### src/rtl/portal_msg_deframer.sv
// Portal request deframer: parses header+payload beat streams from the message sink
// into tagged payload words, buffered in a small FIFO with a valid/ready output.
module portal_msg_deframer #(
  parameter int METHOD_W    = 6,
  parameter int NUM_METHODS = 16,
  parameter int MAX_WORDS   = 64,
  parameter int DEPTH       = 4
) (
  input  logic                CLK,
  input  logic                RST,
  input  logic                in_rdy,
  output logic                in_en,
  input  logic [31:0]         in_beat,
  output logic                out_valid,
  input  logic                out_ready,
  output logic [31:0]         out_data,
  output logic [METHOD_W-1:0] out_method,
  output logic                out_first,
  output logic                out_last,
  output logic                err_pulse,
  output logic [15:0]         msg_count
);

  localparam int PTR_W = $clog2(DEPTH);
  localparam int CNT_W = PTR_W + 1;

  typedef enum logic [1:0] {S_HDR, S_PAY, S_DROP} state_t;

  typedef struct packed {
    logic [METHOD_W-1:0] method;
    logic [31:0]         data;
    logic                first;
    logic                last;
  } entry_t;

  state_t              r_state;
  logic [15:0]         r_remain;
  logic [METHOD_W-1:0] r_method;
  logic                r_first_flag;
  logic                r_err;
  logic [15:0]         r_msg_count;

  entry_t              r_mem [DEPTH];
  logic [PTR_W-1:0]    r_wr_ptr;
  logic [PTR_W-1:0]    r_rd_ptr;
  logic [CNT_W-1:0]    r_count;

  logic                w_full;
  logic                w_empty;
  logic [15:0]         w_hdr_id;
  logic [15:0]         w_hdr_len;
  logic                w_hdr_bad;
  logic                w_push;
  logic                w_pop;
  entry_t              w_push_entry;
  entry_t              w_head;

  assign w_full    = (r_count == CNT_W'(DEPTH));
  assign w_empty   = (r_count == '0);
  assign w_hdr_id  = in_beat[31:16];
  assign w_hdr_len = in_beat[15:0];
  assign w_hdr_bad = (w_hdr_id >= 16'(NUM_METHODS)) || (w_hdr_len > 16'(MAX_WORDS));

  // DROP drains the stream regardless of FIFO space since nothing is queued there.
  assign in_en = !RST && in_rdy && ((r_state == S_DROP) || !w_full);
  assign w_pop = !w_empty && out_ready;

  // NOTE: every signal written in always_comb gets a default first, so no latch is inferred.
  always_comb begin
    w_push       = 1'b0;
    w_push_entry = '0;
    if (in_en) begin
      case (r_state)
        S_HDR: begin
          if (w_hdr_len == 16'd1 && !w_hdr_bad) begin
            w_push       = 1'b1;
            w_push_entry = '{method: w_hdr_id[METHOD_W-1:0], data: 32'h0, first: 1'b1, last: 1'b1};
          end
        end
        S_PAY: begin
          w_push       = 1'b1;
          w_push_entry = '{method: r_method, data: in_beat, first: r_first_flag,
                           last: (r_remain == 16'd1)};
        end
        default: ;
      endcase
    end
  end

  // NOTE: sequential state uses non-blocking assignments only, so every register sees pre-edge values.
  always_ff @(posedge CLK) begin
    if (RST) begin
      r_state      <= S_HDR;
      r_remain     <= '0;
      r_method     <= '0;
      r_first_flag <= 1'b0;
      r_err        <= 1'b0;
      r_msg_count  <= '0;
    end else begin
      r_err <= 1'b0;
      if (in_en) begin
        case (r_state)
          S_HDR: begin
            if (w_hdr_len == 16'd0) begin
              r_err <= 1'b1;
            end else if (w_hdr_bad) begin
              r_err <= 1'b1;
              if (w_hdr_len > 16'd1) begin
                r_remain <= w_hdr_len - 16'd1;
                r_state  <= S_DROP;
              end
            end else if (w_hdr_len == 16'd1) begin
              r_msg_count <= r_msg_count + 16'd1;
            end else begin
              r_method     <= w_hdr_id[METHOD_W-1:0];
              r_remain     <= w_hdr_len - 16'd1;
              r_first_flag <= 1'b1;
              r_state      <= S_PAY;
            end
          end
          S_PAY: begin
            r_first_flag <= 1'b0;
            r_remain     <= r_remain - 16'd1;
            if (r_remain == 16'd1) begin
              r_msg_count <= r_msg_count + 16'd1;
              r_state     <= S_HDR;
            end
          end
          S_DROP: begin
            r_remain <= r_remain - 16'd1;
            if (r_remain == 16'd1) r_state <= S_HDR;
          end
          default: r_state <= S_HDR;
        endcase
      end
    end
  end

  // NOTE: the small FIFO storage is reset so the presented head reads as all-zero after reset.
  always_ff @(posedge CLK) begin
    if (RST) begin
      r_wr_ptr <= '0;
      r_rd_ptr <= '0;
      r_count  <= '0;
      for (int i = 0; i < DEPTH; i++) r_mem[i] <= '0;
    end else begin
      if (w_push) begin
        r_mem[r_wr_ptr] <= w_push_entry;
        r_wr_ptr        <= r_wr_ptr + PTR_W'(1);
      end
      if (w_pop) r_rd_ptr <= r_rd_ptr + PTR_W'(1);
      case ({w_push, w_pop})
        2'b10:   r_count <= r_count + CNT_W'(1);
        2'b01:   r_count <= r_count - CNT_W'(1);
        default: ;
      endcase
    end
  end

  assign w_head     = r_mem[r_rd_ptr];
  assign out_valid  = !w_empty;
  assign out_data   = w_head.data;
  assign out_method = w_head.method;
  assign out_first  = w_head.first;
  assign out_last   = w_head.last;
  assign err_pulse  = r_err;
  assign msg_count  = r_msg_count;

endmodule

### config.mk
export PLATFORM = sky130hd
export DESIGN_NAME = portal_msg_deframer
export DESIGN_NICKNAME = d
export VERILOG_FILES = /design/src/rtl/portal_msg_deframer.sv
export SDC_FILE = /design/constraint.sdc
export NUM_CORES = 1
export LEC_CHECK = 0
export ABC_AREA = 1
export BUFFER_PORTS_ARGS = -buffer_cell sky130_fd_sc_hd__buf_2
export CAP_MARGIN = 20
export CORE_UTILIZATION = 40
export CTS_BUF_LIST = sky130_fd_sc_hd__clkbuf_8
export CTS_CLUSTER_SIZE = 20
export DETAILED_ROUTE_END_ITERATION = 8
export GPL_TIMING_DRIVEN = 1
export HOLD_SLACK_MARGIN = 0.05
export SETUP_SLACK_MARGIN = 0.4
export SLEW_MARGIN = 20
export SYNTH_ARGS = -nofsm -noshare
export SYNTH_HDL_FRONTEND = slang
export SYNTH_SLANG_ARGS = --single-unit
### constraint.sdc
create_clock -name CLK -period 10 [get_ports CLK]
set_input_delay 0.5 -clock CLK [delete_from_list [all_inputs] [get_ports CLK]]
set_output_delay 0.5 -clock CLK [all_outputs]
set_load 0.01 [all_outputs]
=== Word-level counts from Yosys, hierarchy flattened ===
Memories as Yosys holds them, arrays and structs flattened. A register that Yosys moved wholly into a read port is not among the register bits.
Cells that the tools add are included.

* Input port bits: 36
* Memories kept: 1
* RAM bits: 160
* Output and inout bits: 59
* Bits in registers: 49

{| class="wikitable"
|+ Memories
! name !! depth !! width !! rd ports !! clocked after memory_dff !! write ports !! line !! source
|-
| r_mem || 4 || 40 || 1 || 1 || 4 || 43 || <nowiki>entry_t r_mem [DEPTH];</nowiki>
|}

* Reductions and logical operators: 24
* Equal/unequal tests: 15
* $lt $le $gt $ge: 3
* $add $sub $neg: 7
* Bitwise logic cells: 5
* Mux-type cells: 39

{| class="wikitable"
|+ Operators with widths
! operator !! count
|-
| two-way mux 16 bit || 8
|-
| two-way mux 40 bit || 3
|-
| one-hot mux 40 bit (2 select lines) || 1
|-
| one-hot mux 16 bit (2 select lines) || 2
|-
| OR reduction 40 bit || 1
|-
| == test 16 x 1 -> 1 bit (second input constant) || 2
|-
| subtractor 16 x 1 -> 16 bit (second input constant) || 2
|-
| AND reduction 5 bit || 4
|-
| adder 16 x 1 -> 16 bit (second input constant) || 1
|-
| >= comparator 16 x 5 -> 1 bit (second input constant) || 1
|-
| greater-than comparator 16 x 1 -> 1 bit (second input constant) || 1
|-
| greater-than comparator 16 x 7 -> 1 bit (second input constant) || 1
|-
| logical NOT 16 bit || 1
|-
| two-way mux 2 bit || 8
|-
| two-way mux 1 bit || 13
|-
| inequality test 2 bit (second input constant) || 5
|-
| inequality test 3 bit (second input constant) || 2
|-
| one-hot mux 3 bit (2 select lines) || 1
|-
| AND reduction 6 bit || 1
|-
| nonzero test 2 bit || 3
|-
| NOT 1 bit || 5
|-
| adder 2 x 1 -> 2 bit (second input constant) || 2
|-
| == test 2 x 1 -> 1 bit (second input constant) || 2
|-
| == test 2 bit (second input constant) || 2
|-
| 13 further kinds || 21
|}

=== Depth between registers and ports, before layout ===
Gate-level depths: netlist of the first run.

* Word-level depth: 12
* Depth in mapped cells: 18

=== Least setup slack after synthesis of the first run ===
OpenSTA, ideal clock, no wires.

* Path type: in2reg
* Start point: in in_beat[1]
* End point: mem r_mem[3][0] (netlist bit) (enable)
* Stages: 12
* Path buffers: 0
* Slack: 5.926 ns
* Arrival time: 3.623 ns
* Required time: 9.549 ns
* Library setup time: 0.451 ns
* Cells stage by stage: inv_1 ha_1 inv_1 nor2_1 nand3_1 nand2_1 nand2_1 nor2_4 nand2_4 a21oi_4 nand2_1 a21oi_1

{| class="wikitable"
|+ RTL lines
! item !! line !! source
|-
| start, declared || 13 || <nowiki>input logic [31:0] in_beat,</nowiki>
|-
| end, declared || 43 ||
|}

==> results.json, run 1 <==
{
  "p_leak_nw": 4.73,
  "synth_edf_count": 160,
  "cts_root_buf": "clkbuf_8",
  "grt_max_degree": 82,
  "min_path_type": "in -> reg",
  "grt_pass1_vias": 8223,
  "antenna_cells": 0,
  "track_usage_pct": 20.8,
  "fin_nets": 1346,
  "internal-power_mw": 1.40,
  "multi_input_area_mm2": 0.00392,
  "vdd_drop_max_v": 0.0000658,
  "avgRoutedWirePerCell_um": 16.7,
  "path_clk_slew_ps": 60,
  "finalHoldViolations": 0,
  "worstSetupPathType": "reg -> reg",
  "crit_required_ps": 10130,
  "io_pins": 95,
  "synth_async_sr_flop_share_pct": 0,
  "numCtsBuffers": 37,
  "synth-main-ff-cell": "edfxtp_1",
  "drt_iter0_markers": 592,
  "ant_nets": 0,
  "cts.repair.resized": 0,
  "power_switching_mw": 0.538,
  "htreeDepth": 2,
  "arrival_ps": 3540,
  "powerDensity_mw_per_mm2": 164,
  "utilization_pct": 45.7,
  "ys_ff_latch": 211,
  "fin_hold_ws_ps": 320,
  "cts_max_path_buffers": 3,
  "p_sw_share_pct": 27.7,
  "vias_per_cell": 5.10,
  "netlist_area_mm2": 0.0105,
  "fp.dieW_um": 164,
  "regArea_mm2": 0.00583,
  "routabilityCongestion": 0.848,
  "io_buffers": 94,
  "place_hpwl_um": 17800,
  "cap_violations": 0,
  "maxSlewHeadroom_pct": 29.1,
  "grt_overflow_total": 0,
  "fillers": 2585,
  "post-route-min-period_ps": 3410,
  "yosysWarnings": 0,
  "antenna_found_initial": 0,
  "yosysSeqAreaShare_pct": 55.3,
  "cp-start-kind": "register",
  "core_region_area_mm2": 0.0259,
  "placedCellCount": 1595,
  "rsz0062_at_grt": "no",
  "initial_core_util_pct": 40.6,
  "worst_pin_slew_ps": 1060,
  "drcViolationCount": 0,
  "final_cells": 1662,
  "clockPowerShare_pct": 36.3,
  "drv_slew": 0,
  "synth_cell_types": 36,
  "status": "complete, no violations",
  "clock_latency_ps": 530,
  "clkSinkCount": 211,
  "drive_gt1_share_pct": 13.6,
  "fin_area_mm2": 0.0118,
  "setup_tns_ps": 0,
  "clock_skew_ps": 29.7,
  "cts_hold_buf": 0,
  "end_kind": "register",
  "cp_max_fo": 42,
  "placed_area_mm2": 0.0112,
  "dieHeight_um": 164,
  "cts_setup_buffers": 0,
  "period_share_pct": 34.1,
  "syn_nets": 1262,
  "share_comb_of_total_power_pct": 12.6,
  "vias": 8481,
  "setup_viol": 0,
  "grt_pass1_wl_um": 43200,
  "routed_wl_um": 27800,
  "seq_power_share_pct": 51.1,
  "first_pass_iters": 5,
  "avgSynthCellArea_um2": 8.66,
  "max_freq_mhz": 293,
  "synthCells": 1215,
  "die-area_mm2": 0.0270,
  "syn2layout_area_growth_pct": 12.5,
  "cts_tree": "yes",
  "rows": 59
}
## kinds of logic (layout without fill, tap and decap cells)
logic type	Yosys count	count (layout)	synth area share, %
and+or+nand+nor	588	588	23.9
xor gates and xnor gates	17	17	1.41
AOI/OAI and AO/OA	196	196	10.1
buffers and inverters	190	302	7.71
DFF	211	211	55.3
adders and majority gates	11	11	1.38
muxes	2	2	0.190
## stage by stage
stage | worst slack, ps | total power, mW
floorplan | 5930 | 1.17
global placement | 6310 | 1.25
detailed placement | 6230 | 1.25
CTS | 6540 | 1.96
global route | 6360 | 2.03
finish | 6590 | 1.94
## path summary, 6_finish.rpt
| kind | start | endpoint | slack, ps | depth (start not counted) |
|---|---|---|---|---|
| setup / recovery | r_state[1] | r_mem[1][37] | 6590 | 9 |
| hold reg to reg | r_method[4] | r_method[4] | 460 | 2 |
| setup reg to reg | r_state[1] | r_mem[1][37] | 6590 | 9 |
| hold / removal | in_beat[18] | r_method[2] | 320 | 3 |
## layout by cell type, fill, tap and decap left out, drive strengths merged, types with 12 or more instances in the layout
master and n:
xor2 15, nor3 44, inv 149, nor2 320, nand3 44, clkinv 12
o22ai 45, a21oi 36, clkbuf 38, buf 103, o21ai 111, nand2 160
edfxtp 160, dfxtp 51, nand4 14
## worst max-delay path, cell delays in order, from the launching register on
cell      delay [ps]
dfxtp_1          330
inv_1             80
ha_1             420
clkinv_1         120
buf_4            290
a21oi_4          250
inv_4             90
nor2_4           140
nand2_4          340
nand2_2          910
## area by class of cell
type	instances	share of cell area (%)
Sequential cell	211	49.2
Multi-Input combinational cell	814	33.1
Timing Repair Buffer	103	4.54
Clock buffer	38	4.42
Inverter	132	4.20
Tap cell	335	3.54
Clock inverter	29	1.02
## sequential cells by signal, indices dropped and copies added, names as in the netlist, named ones only
register	flops
err_pulse	1
msg_count	16
r_count	3
r_state	2
r_first_flag	1
r_wr_ptr	2
r_method	6
r_rd_ptr	2
r_mem	160
r_remain	16
## metal layers
layer / vias to the layer above / part of all wire, % / track usage [%]
met4: 0 / 3.0 / 8.04
met1: 3968 / 44 / 27.2
li1: 4208 / - / -
met2: 246 / 47 / 34.5
met5: - / 0 / 0
met3: 59 / 5.7 / 3.33
## power by group through the flow
stage	Combinational [mW]	Sequential [mW]	Clock, mW
after global routing	0.274	0.996	0.763
after floorplan	0.163	1.01	0
final	0.244	0.992	0.706
after global placement	0.242	1.01	0
after CTS	0.245	0.992	0.722
after detailed placement	0.243	1.01	0
## Yosys cell counts, types with 2 or more instances
| master | n | area (um^2) |
|---|---|---|
| a21oi_1 | 34 | 170 |
| mux2i_1 | 2 | 20.0 |
| inv_1 | 126 | 473 |
| buf_1 | 4 | 15.0 |
| nand2_1 | 155 | 582 |
| clkinv_1 | 5 | 18.8 |
| nor3_1 | 44 | 220 |
| nand2_4 | 5 | 56.3 |
| nor2_1 | 298 | 1120 |
| buf_6 | 12 | 135 |
| nor2_4 | 3 | 33.8 |
| nand3b_1 | 3 | 22.5 |
| nor2_2 | 17 | 106 |
| ha_1 | 10 | 125 |
| dfxtp_1 | 51 | 1020 |
| nor2_8 | 2 | 40.0 |
| buf_2 | 2 | 10.0 |
| o21ai_0 | 111 | 556 |
| o22ai_1 | 45 | 282 |
| o31ai_1 | 3 | 22.5 |
| nand4_1 | 14 | 87.6 |
| xor2_1 | 15 | 131 |
| xnor2_1 | 2 | 17.5 |
| edfxtp_1 | 160 | 4800 |
| nand3_1 | 43 | 215 |
| clkbuf_1 | 39 | 146 |
Note: power is estimated with default switching activity, not from simulation.
==> run 2: changes to the inputs <==
- ABC_AREA: 1 -> 0
- clock period: 10 -> 3.2 ns (I/O delays scaled with it)
==> results.json, run 2 <==
{
  "status": "complete, no violations",
  "max_freq_mhz": 374,
  "htreeDepth": 2,
  "min_path_type": "in -> reg",
  "ant_nets": 0,
  "slowest_delay_ps": 470,
  "worst-path-buf-inv": 3,
  "io_buffers": 94,
  "total_power_mw": 5.84,
  "cp-start-kind": "register",
  "final_common_cell": "edfxtp_1",
  "vias": 6716,
  "syn2layout_area_growth_pct": 18.8,
  "post-route-min-period_ps": 2670,
  "yosys-top-cells-count": "160 x edfxtp_1, 157 x nor2_1, 76 x nand2_1",
  "netlist_area_mm2": 0.00968,
  "cp_max_fo": 4,
  "synth_cell_types": 57,
  "crit_required_ps": 3650,
  "worst_pin_slew_ps": 879,
  "regMostFlops": "r_mem",
  "yosysMostFrequentCell": "edfxtp_1",
  "maxSlewHeadroom_pct": 41.4,
  "numCtsBuffers": 37,
  "powerDensity_mw_per_mm2": 508,
  "fp.dieW_um": 158,
  "drv_slew": 0,
  "clkSinkCount": 211,
  "period_share_pct": 83.6,
  "grt_pass1_wl_um": 35800,
  "avgRoutedWirePerCell_um": 17.8,
  "cpMostUsedCell": "inv_1",
  "grt_busiest_layer": "met2",
  "cp_cell_sequence": "inv_1, ha_1, or4b_1, and3_4, o21a_1, inv_2, ha_4, inv_1, fa_2, xor2_1, or3_1, a21oi_2",
  "worstSetupPathType": "reg -> reg",
  "final_cell_mix": "160 x edfxtp_1, 156 x nor2_1, 94 x buf_2",
  "ys_ff_latch": 211,
  "cap_violations": 0,
  "synth_async_sr_flop_share_pct": 0,
  "fin_nets": 995,
  "path_clk_slew_ps": 60,
  "vdd_drop_max_v": 0.000208,
  "cts_tree": "yes",
  "drt_iter0_markers": 389,
  "critPathSlowestCell": "or4b_1",
  "drcViolationCount": 0,
  "yosysSeqAreaShare_pct": 60.2,
  "synth.area.top_cells": "edfxtp_1 50%, dfxtp_1 11%, mux4_2 9.3%",
  "grt_pass1_vias": 6615,
  "syn_nets": 869,
  "rows": 56,
  "io_pins": 95,
  "synth_top_cell_area_share_pct": 49.6,
  "final_cells": 1295,
  "end_kind": "register",
  "yosys.area.top_type": "edfxtp_1",
  "synth_edf_count": 160,
  "largest_reg_flops": 160,
  "p_leak_nw": 4.24,
  "drive_gt1_share_pct": 23.2,
  "cts_root_buf": "clkbuf_8",
  "first_pass_iters": 5,
  "routabilityCongestion": 0.809,
  "arrival_ps": 3130,
  "avgSynthCellArea_um2": 11.8,
  "die-area_mm2": 0.0248,
  "routed_wl_um": 23100,
  "dieHeight_um": 158,
  "grt_max_degree": 42,
  "met3_usage_pct": 4.19,
  "cts_max_path_buffers": 3,
  "grt_use_met2_pct": 31.8,
  "track_usage_pct": 19.1,
  "core_region_area_mm2": 0.0236,
  "finalHoldViolations": 0,
  "path_delay_family": "simple AND/OR/NAND/NOR gates",
  "setup_viol": 0,
  "fillers": 2173,
  "clock_latency_ps": 530,
  "yosysWarnings": 0,
  "grt_overflow_total": 0,
  "grt_use_met1_pct": 24.7,
  "rsz0062_at_grt": "no",
  "initial_core_util_pct": 41.0,
  "synthCells": 822,
  "clock_skew_ps": 11.5,
  "placedCellCount": 1210,
  "place_hpwl_um": 14100,
  "vias_per_cell": 5.19,
  "synth-main-ff-cell": "edfxtp_1",
  "antenna_found_initial": 1
}
[run 2: changes by cell type after synthesis, sizes merged, moves of 31 or more]
| cell | delta |
|---|---|
| nand2 | -84 |
| nor3 | -31 |
| o21ai | -87 |
| o22ai | -42 |
| inv | -70 |
| nor2 | -163 |
| mux4 | +40 |
[run 2: final cells by class]
| class | instances | area [um^2] | area share, % |
|---|---|---|---|
| sequential | 211 | 5830 | 50.7 |
| multi-input combinational | 507 | 3540 | 30.8 |
| timing repair buffer | 134 | 846 | 7.35 |
| clock buffer | 38 | 523 | 4.55 |
| tap | 319 | 399 | 3.47 |
| inverter | 57 | 214 | 1.86 |
| clock inverter | 27 | 143 | 1.24 |
| antenna | 2 | 5.00 | 0.0435 |
[run 2: logic make-up after synthesis]
logic type / Yosys count / synth area share, %
adders and majority gates: 11 / 1.50
muxes: 49 / 10.2
buffers and inverters: 104 / 4.11
xor gates and xnor gates: 17 / 1.54
AOI/OAI and AO/OA: 110 / 7.20
and+or+nand+nor: 320 / 15.2
DFF: 211 / 60.2
[run 2: worst reg2reg max path: cells and delay by family (launching register included)]
kind                       cells  cell delay [ps]
and+or+nand+nor                3             1030
adders and majority gates      3              650
DFF                            1              340
AOI/OAI and AO/OA              2              240
buffers and inverters          3              190
xor gates and xnor gates       1              150
[run 2: final timing paths]
kind                                   start            to  slack (ps)  cells after the start
worst min-delay path             in_beat[20]  r_mem[3][22]          70                      3
worst max register to register    r_state[0]    r_count[2]         530                     12
worst max-delay path              r_state[0]    r_count[2]         530                     12
worst min register to register  r_remain[14]  r_remain[14]         480                      2
[run 2: repair_timing]
action	in CTS	in global routing
endpoints found under the hold margin	44	0
cloned	0	0
hold buffers	15	0
setup endpoints to repair	1	217
buffers inserted	1	2
resized for setup	0	8
pin swaps	0	3
[run 2: through the flow]
step	setup slack (ps)	hold WS (ps)	util [%]	area, um^2	setup TNS (ps)
5_1_grt	411	83.3	48.7	11500	0
4_1_cts	419	53.3	48.5	11400	0
2_1_floorplan	427	304	-	9720	0
6_report	526	65.9	48.7	11500	0
3_5_place_dp	-75.4	446	45.0	10600	-5540
3_3_place_gp	-44.6	433	45.0	10600	-3300
[run 2: routing by layer]
layer  wire length [um]  up-vias  share of wire [%]
met5                  0        -                  0
met3               1280       35                5.5
met2              11100      174                 48
met1              10200     3270                 44
met4                396        0                1.7
li1                   -     3237                  -
[run 2: power breakdown]
group	leakage [nW]	internal (mW)	switching, mW	total [mW]
combinational	1.89	0.192	0.295	0.487
sequential	1.97	3.06	0.0486	3.10
clock	0.382	1.18	1.06	2.25
total	4.24	4.43	1.41	5.84
